File: src/rtl/peak_dpu_ex_br.sv
// rtl/peak_dpu_ex_br.sv - branch/jump execute unit with fetch-redirect handshake
// Optional PEAK_DPU_BR_PERF_CNT_EN adds saturating branch/taken counters.
module peak_dpu_ex_br (
   input  logic        clk,
   input  logic        rst_n,
   input  logic        ex_vld,
   output logic        ex_rdy,
   input  logic [2:0]  ex_br_op,
   input  logic [31:0] ex_pc,
   input  logic        ex_is_compressed,
   input  logic [31:0] ex_rs1_data,
   input  logic [31:0] ex_rs2_data,
   input  logic [31:0] ex_imm,
   input  logic        ex_use_imm,
   input  logic        ex_wr_vld,
   input  logic [4:0]  ex_wr_addr,
   output logic        wb_vld,
   output logic [4:0]  wb_addr,
   output logic [31:0] wb_data,
   output logic        redirect_vld,
   output logic [31:0] redirect_pc,
   input  logic        redirect_rdy,
   output logic        br_kill
`ifdef PEAK_DPU_BR_PERF_CNT_EN
   ,
   output logic [31:0] perf_br_cnt,
   output logic [31:0] perf_taken_cnt
`endif
);

   localparam logic [2:0] OP_JAL  = 3'd0;
   localparam logic [2:0] OP_JALR = 3'd1;
   localparam logic [2:0] OP_BEQ  = 3'd2;
   localparam logic [2:0] OP_BNE  = 3'd3;
   localparam logic [2:0] OP_BLT  = 3'd4;
   localparam logic [2:0] OP_BGE  = 3'd5;
   localparam logic [2:0] OP_BLTU = 3'd6;

   typedef enum logic {IDLE = 1'b0, RDR = 1'b1} state_t;

   state_t      state;
   state_t      state_nxt;
   logic        accept;
   logic        taken;
   logic [31:0] target;
   logic [31:0] jalr_sum;
   logic [31:0] link;

   assign accept = ex_vld && ex_rdy;

   always_comb begin
      taken = 1'b0;
      case (ex_br_op)
         OP_JAL, OP_JALR: taken = 1'b1;
         OP_BEQ:          taken = (ex_rs1_data == ex_rs2_data);
         OP_BNE:          taken = (ex_rs1_data != ex_rs2_data);
         OP_BLT:          taken = ($signed(ex_rs1_data) <  $signed(ex_rs2_data));
         OP_BGE:          taken = ($signed(ex_rs1_data) >= $signed(ex_rs2_data));
         OP_BLTU:         taken = (ex_rs1_data <  ex_rs2_data);
         default:         taken = (ex_rs1_data >= ex_rs2_data);
      endcase
   end

   // JALR clears bit 0 of the computed address; all other kinds are pc-relative.
   assign jalr_sum = ex_rs1_data + (ex_use_imm ? ex_imm : 32'd0);
   assign target   = (ex_br_op == OP_JALR) ? {jalr_sum[31:1], 1'b0} : (ex_pc + ex_imm);
   assign link     = ex_pc + (ex_is_compressed ? 32'd2 : 32'd4);

   always_ff @(posedge clk) begin
      if (!rst_n) state <= IDLE;
      else        state <= state_nxt;
   end

   always_comb begin
      state_nxt = state;
      case (state)
         IDLE:    if (accept && taken) state_nxt = RDR;
         RDR:     if (redirect_rdy)    state_nxt = IDLE;
         default: state_nxt = IDLE;
      endcase
   end

   always_comb begin
      ex_rdy       = (state == IDLE);
      redirect_vld = (state == RDR);
   end

   always_ff @(posedge clk) begin
      if (!rst_n) begin
         wb_vld      <= 1'b0;
         wb_addr     <= 5'd0;
         wb_data     <= 32'd0;
         redirect_pc <= 32'd0;
         br_kill     <= 1'b0;
      end else begin
         wb_vld  <= accept && ex_wr_vld && (ex_wr_addr != 5'd0);
         br_kill <= accept && taken;
         if (accept) begin
            wb_addr <= ex_wr_addr;
            wb_data <= link;
         end
         // Only a taken branch updates the target so it stays stable throughout RDR.
         if (accept && taken) redirect_pc <= target;
      end
   end

`ifdef PEAK_DPU_BR_PERF_CNT_EN
   always_ff @(posedge clk) begin
      if (!rst_n) begin
         perf_br_cnt    <= 32'd0;
         perf_taken_cnt <= 32'd0;
      end else if (accept) begin
         if (perf_br_cnt != 32'hFFFF_FFFF) perf_br_cnt <= perf_br_cnt + 32'd1;
         if (taken && (perf_taken_cnt != 32'hFFFF_FFFF)) perf_taken_cnt <= perf_taken_cnt + 32'd1;
      end
   end
`endif

endmodule
File: config.mk
export PLATFORM = sky130hd
export DESIGN_NAME = peak_dpu_ex_br
export DESIGN_NICKNAME = d
export VERILOG_FILES = /design/src/rtl/peak_dpu_ex_br.sv
export SDC_FILE = /design/constraint.sdc
export NUM_CORES = 1
export LEC_CHECK = 0
export ABC_AREA = 1
export BUFFER_PORTS_ARGS = -buffer_cell sky130_fd_sc_hd__buf_2
export CORE_ASPECT_RATIO = 1.1
export CORE_MARGIN = 1
export CORE_UTILIZATION = 50
export DETAILED_ROUTE_END_ITERATION = 10
export PLACE_DENSITY = 0.83
export SLEW_MARGIN = 20
export SYNTH_ARGS = -nofsm -noshare
export SYNTH_HDL_FRONTEND = slang
export SYNTH_SLANG_ARGS = --single-unit
File: constraint.sdc
create_clock -name clk -period 3.6 [get_ports clk]
set_input_delay 0.36 -clock clk [delete_from_list [all_inputs] [get_ports clk]]
set_output_delay 0.36 -clock clk [all_outputs]
set_load 0.02 [all_outputs]
==> out/summary.txt <==
Status -> completed
Gpl congestion -> 0.9729
Clock transition at path regs -> 0.06 ns
CP arrival -> 2.88 ns
Final setup vio count -> 0
Row cnt -> 50
Sw Share -> 0.3845
Max Cap Viol -> 0
Dpl ws -> 0.7063 ns
Worst-path maximum fanout -> 24
Core Box Area -> 16950 um2
Final min period -> 2.644 ns
Post-CTS setup buffers -> 0
Worst-Skew Late Latency -> 0.34 ns
Ant. Diodes -> 0
Fin nets -> 1928
PwrDens -> 323.0 nW/um2
DR iter-0 viols -> 699
Hold-fix buffer count after cts -> 0
Sink Count -> 72
Slew @ Worst Pin -> 0.6573 ns
Vias -> 10260
CP Class -> input port to register
CP startpoint -> ex_use_imm
DRC -> 0
Post-synth net total -> 1722
Fmax achieved -> 378.2 MHz
Cts repair resizes -> 0
Number of synthesized flops with an enable pin -> 0
Routed vias/inst -> 5.327
Sum of negative setup slack -> 0 ns
Switching power total -> 1.279 mW
Yosys cell types -> 47
Sequential fraction of the synthesis area -> 0.1665
Final slew viol count -> 0
CTS tree -> done
Yosys warnings -> 0
Critical Path End Type -> register
ANT nets after route -> 0
Initial Utilization -> 0.5106
Post-Syn Instances -> 1481
P&R area growth vs syn -> 18.99%
Worst r2r src -> redirect_vld
Clock tree buffer depth -> 2
Clock share of power -> 0.317
Die height -> 140.0 um
Detailed Place HPWL -> 23.53 mm
DR WL/cell -> 14.59 um
Largest net degree at the start of global routing -> 48
Hold path startpoint -> redirect_rdy
Mapped Avg Cell Area -> 5.845 um2
Final hold vios -> 0
Die area -> 17850 um2
RSZ-0062 raised after global routing -> no
Vias in the first global route -> 9256
Number of synthesized register bits -> 72
Hold Slack -> 0.2166 ns
Fill count -> 1706
Hold Path Class -> input port to register
First-pass GRT wire length -> 43.94 mm
Leakage -> 5.848 nW
WP data required -> 3.83 ns
Post-Route Skew -> 0.007762 ns
Max-slew headroom -> 0.5591
Startpoint types -> input port
Global route overflow -> 0
Initial antenna violation count -> 0
TritonCTS Buffers -> 9
Fraction of registers with async set/reset -> 0
Die Span X -> 127.5 um
Total GRT Usage -> 0.3109
Internal -> 2.048 mW
Drt pass-1 iters -> 5
Most used DFF post-synth -> dfxtp_1
Combinational power share -> 0.407
Layout cell share with drive strength beyond 1 -> 0.1566
Worst setup margin -> 0.9558 ns
Mapped Area -> 8657 um2
H-tree levels -> 3
Num ports -> 216
Root buffer cell -> clkbuf_16
Port Buffer Count -> 215
Period utilization -> 0.7345
Sequential power share -> 0.276
Worst vdd ir -> 0.2427 mV
Total Wirelength -> 28.10 mm
[worst paths after layout]
| kind | slack [ns] | end | cells past startpoint |
|---|---|---|---|
| worst min register to register | 0.48 | redirect_pc[5] | 2 |
| worst min-delay path | 0.22 | redirect_vld | 2 |
| worst max-delay path | 0.96 | redirect_pc[29] | 16 |
| worst max register to register | 1.61 | redirect_pc[15] | 11 |
[kinds of logic (layout without fill, tap and decap cells)]
family | Yosys count | after routing | share of synthesized area
muxes | 1 | 1 | 0.001156
AOI/OAI and AO/OA | 279 | 279 | 0.1742
DFF | 72 | 72 | 0.1665
buffers and inverters | 265 | 476 | 0.1191
and+or+nand+nor | 726 | 726 | 0.3544
xor gates and xnor gates | 40 | 40 | 0.04047
adders and majority gates | 98 | 98 | 0.1442
[area by class of cell]
type                       count  area [um2]  share of cell area
clock buffer                  11       242.7             0.02356
sequential                    72        1441              0.1399
inverter                     236       885.9             0.08600
multi-input combinational   1144        6191              0.6010
clock inverter                 5       103.9             0.01008
tap                          234       292.8             0.02842
timing repair buffer         224        1144              0.1110
[worst max-delay path, cell delays in order]
cell     delay (ns)
buf_2          0.15
buf_4          0.23
nand2_1        0.09
inv_1          0.04
ha_1           0.35
nand2_1        0.13
o21ai_0        0.39
a21oi_1        0.07
o21ai_1        0.29
nand3_1        0.13
nand2_1        0.12
a21oi_1        0.06
o21ai_0        0.19
nand2_1        0.09
nor2_1         0.11
nor2_1         0.05
[state kept, by name, indices dropped and copies added (netlist names)]
signal / flops
redirect_pc: 32
wb_addr: 5
br_kill: 1
wb_data: 32
wb_vld: 1
redirect_vld: 1
[cell usage after synthesis (all sizes together), types with 10 or more instances]
| cell type | count | area share |
|---|---|---|
| nand2 | 374 | 0.16 |
| inv | 234 | 0.10 |
| nor2 | 204 | 0.090 |
| o21ai | 118 | 0.068 |
| a21oi | 114 | 0.066 |
| ha | 95 | 0.14 |
| nand3 | 80 | 0.048 |
| dfxtp | 72 | 0.17 |
| xnor2 | 21 | 0.021 |
| nand4 | 20 | 0.015 |
| nor3 | 19 | 0.012 |
| xor2 | 19 | 0.019 |
| clkbuf | 16 | 0.0069 |
| buf | 13 | 0.0098 |
| nand3b | 10 | 0.0087 |
[metal layers]
metal  track usage  wire length, um
met1        0.3805            11590
met2        0.5390            13250
met3       0.04545             2267
met4        0.1335              998
met5             0                0
[per-stage QoR]
step	util	instances	area, um2	total power [mW]
4_1_cts	0.6076	1926	10300	3.327
3_5_place_dp	0.5872	1910	9955	2.270
5_1_grt	0.6076	1926	10300	3.537
6_report	0.6076	1926	10300	3.328
2_1_floorplan	-	1481	8657	1.840
3_3_place_gp	0.5872	1910	9955	2.248
[power by group through the flow]
stage	Clock, mW	Sequential (mW)	Combinational, mW
after floorplan	0	1.03	0.814
after global placement	0	0.934	1.31
after detailed placement	0	0.936	1.33
after CTS	1.07	0.919	1.34
after global routing	1.10	0.926	1.51
final	1.05	0.920	1.35
[cell usage in the layout, fill, tap and decap left out, drive strengths merged]
cell,Yosys,final
a21boi,3,3
a21o,9,9
a21oi,114,114
a31oi,7,7
buf,13,224
bufinv,0,3
clkbuf,16,11
clkinv,2,4
dfxtp,72,72
fa,3,3
ha,95,95
inv,234,234
mux2i,1,1
nand2,374,374
nand3,80,80
nand3b,10,10
nand4,20,20
nor2,204,204
nor3,19,19
nor3b,2,2
nor4,9,9
o2111ai,1,1
o211ai,6,6
o21a,9,9
o21ai,118,118
o21bai,7,7
o22ai,2,2
o31ai,3,3
or2,7,7
or3,1,1
xnor2,21,21
xor2,19,19
Power figures use the tool's default switching activity.
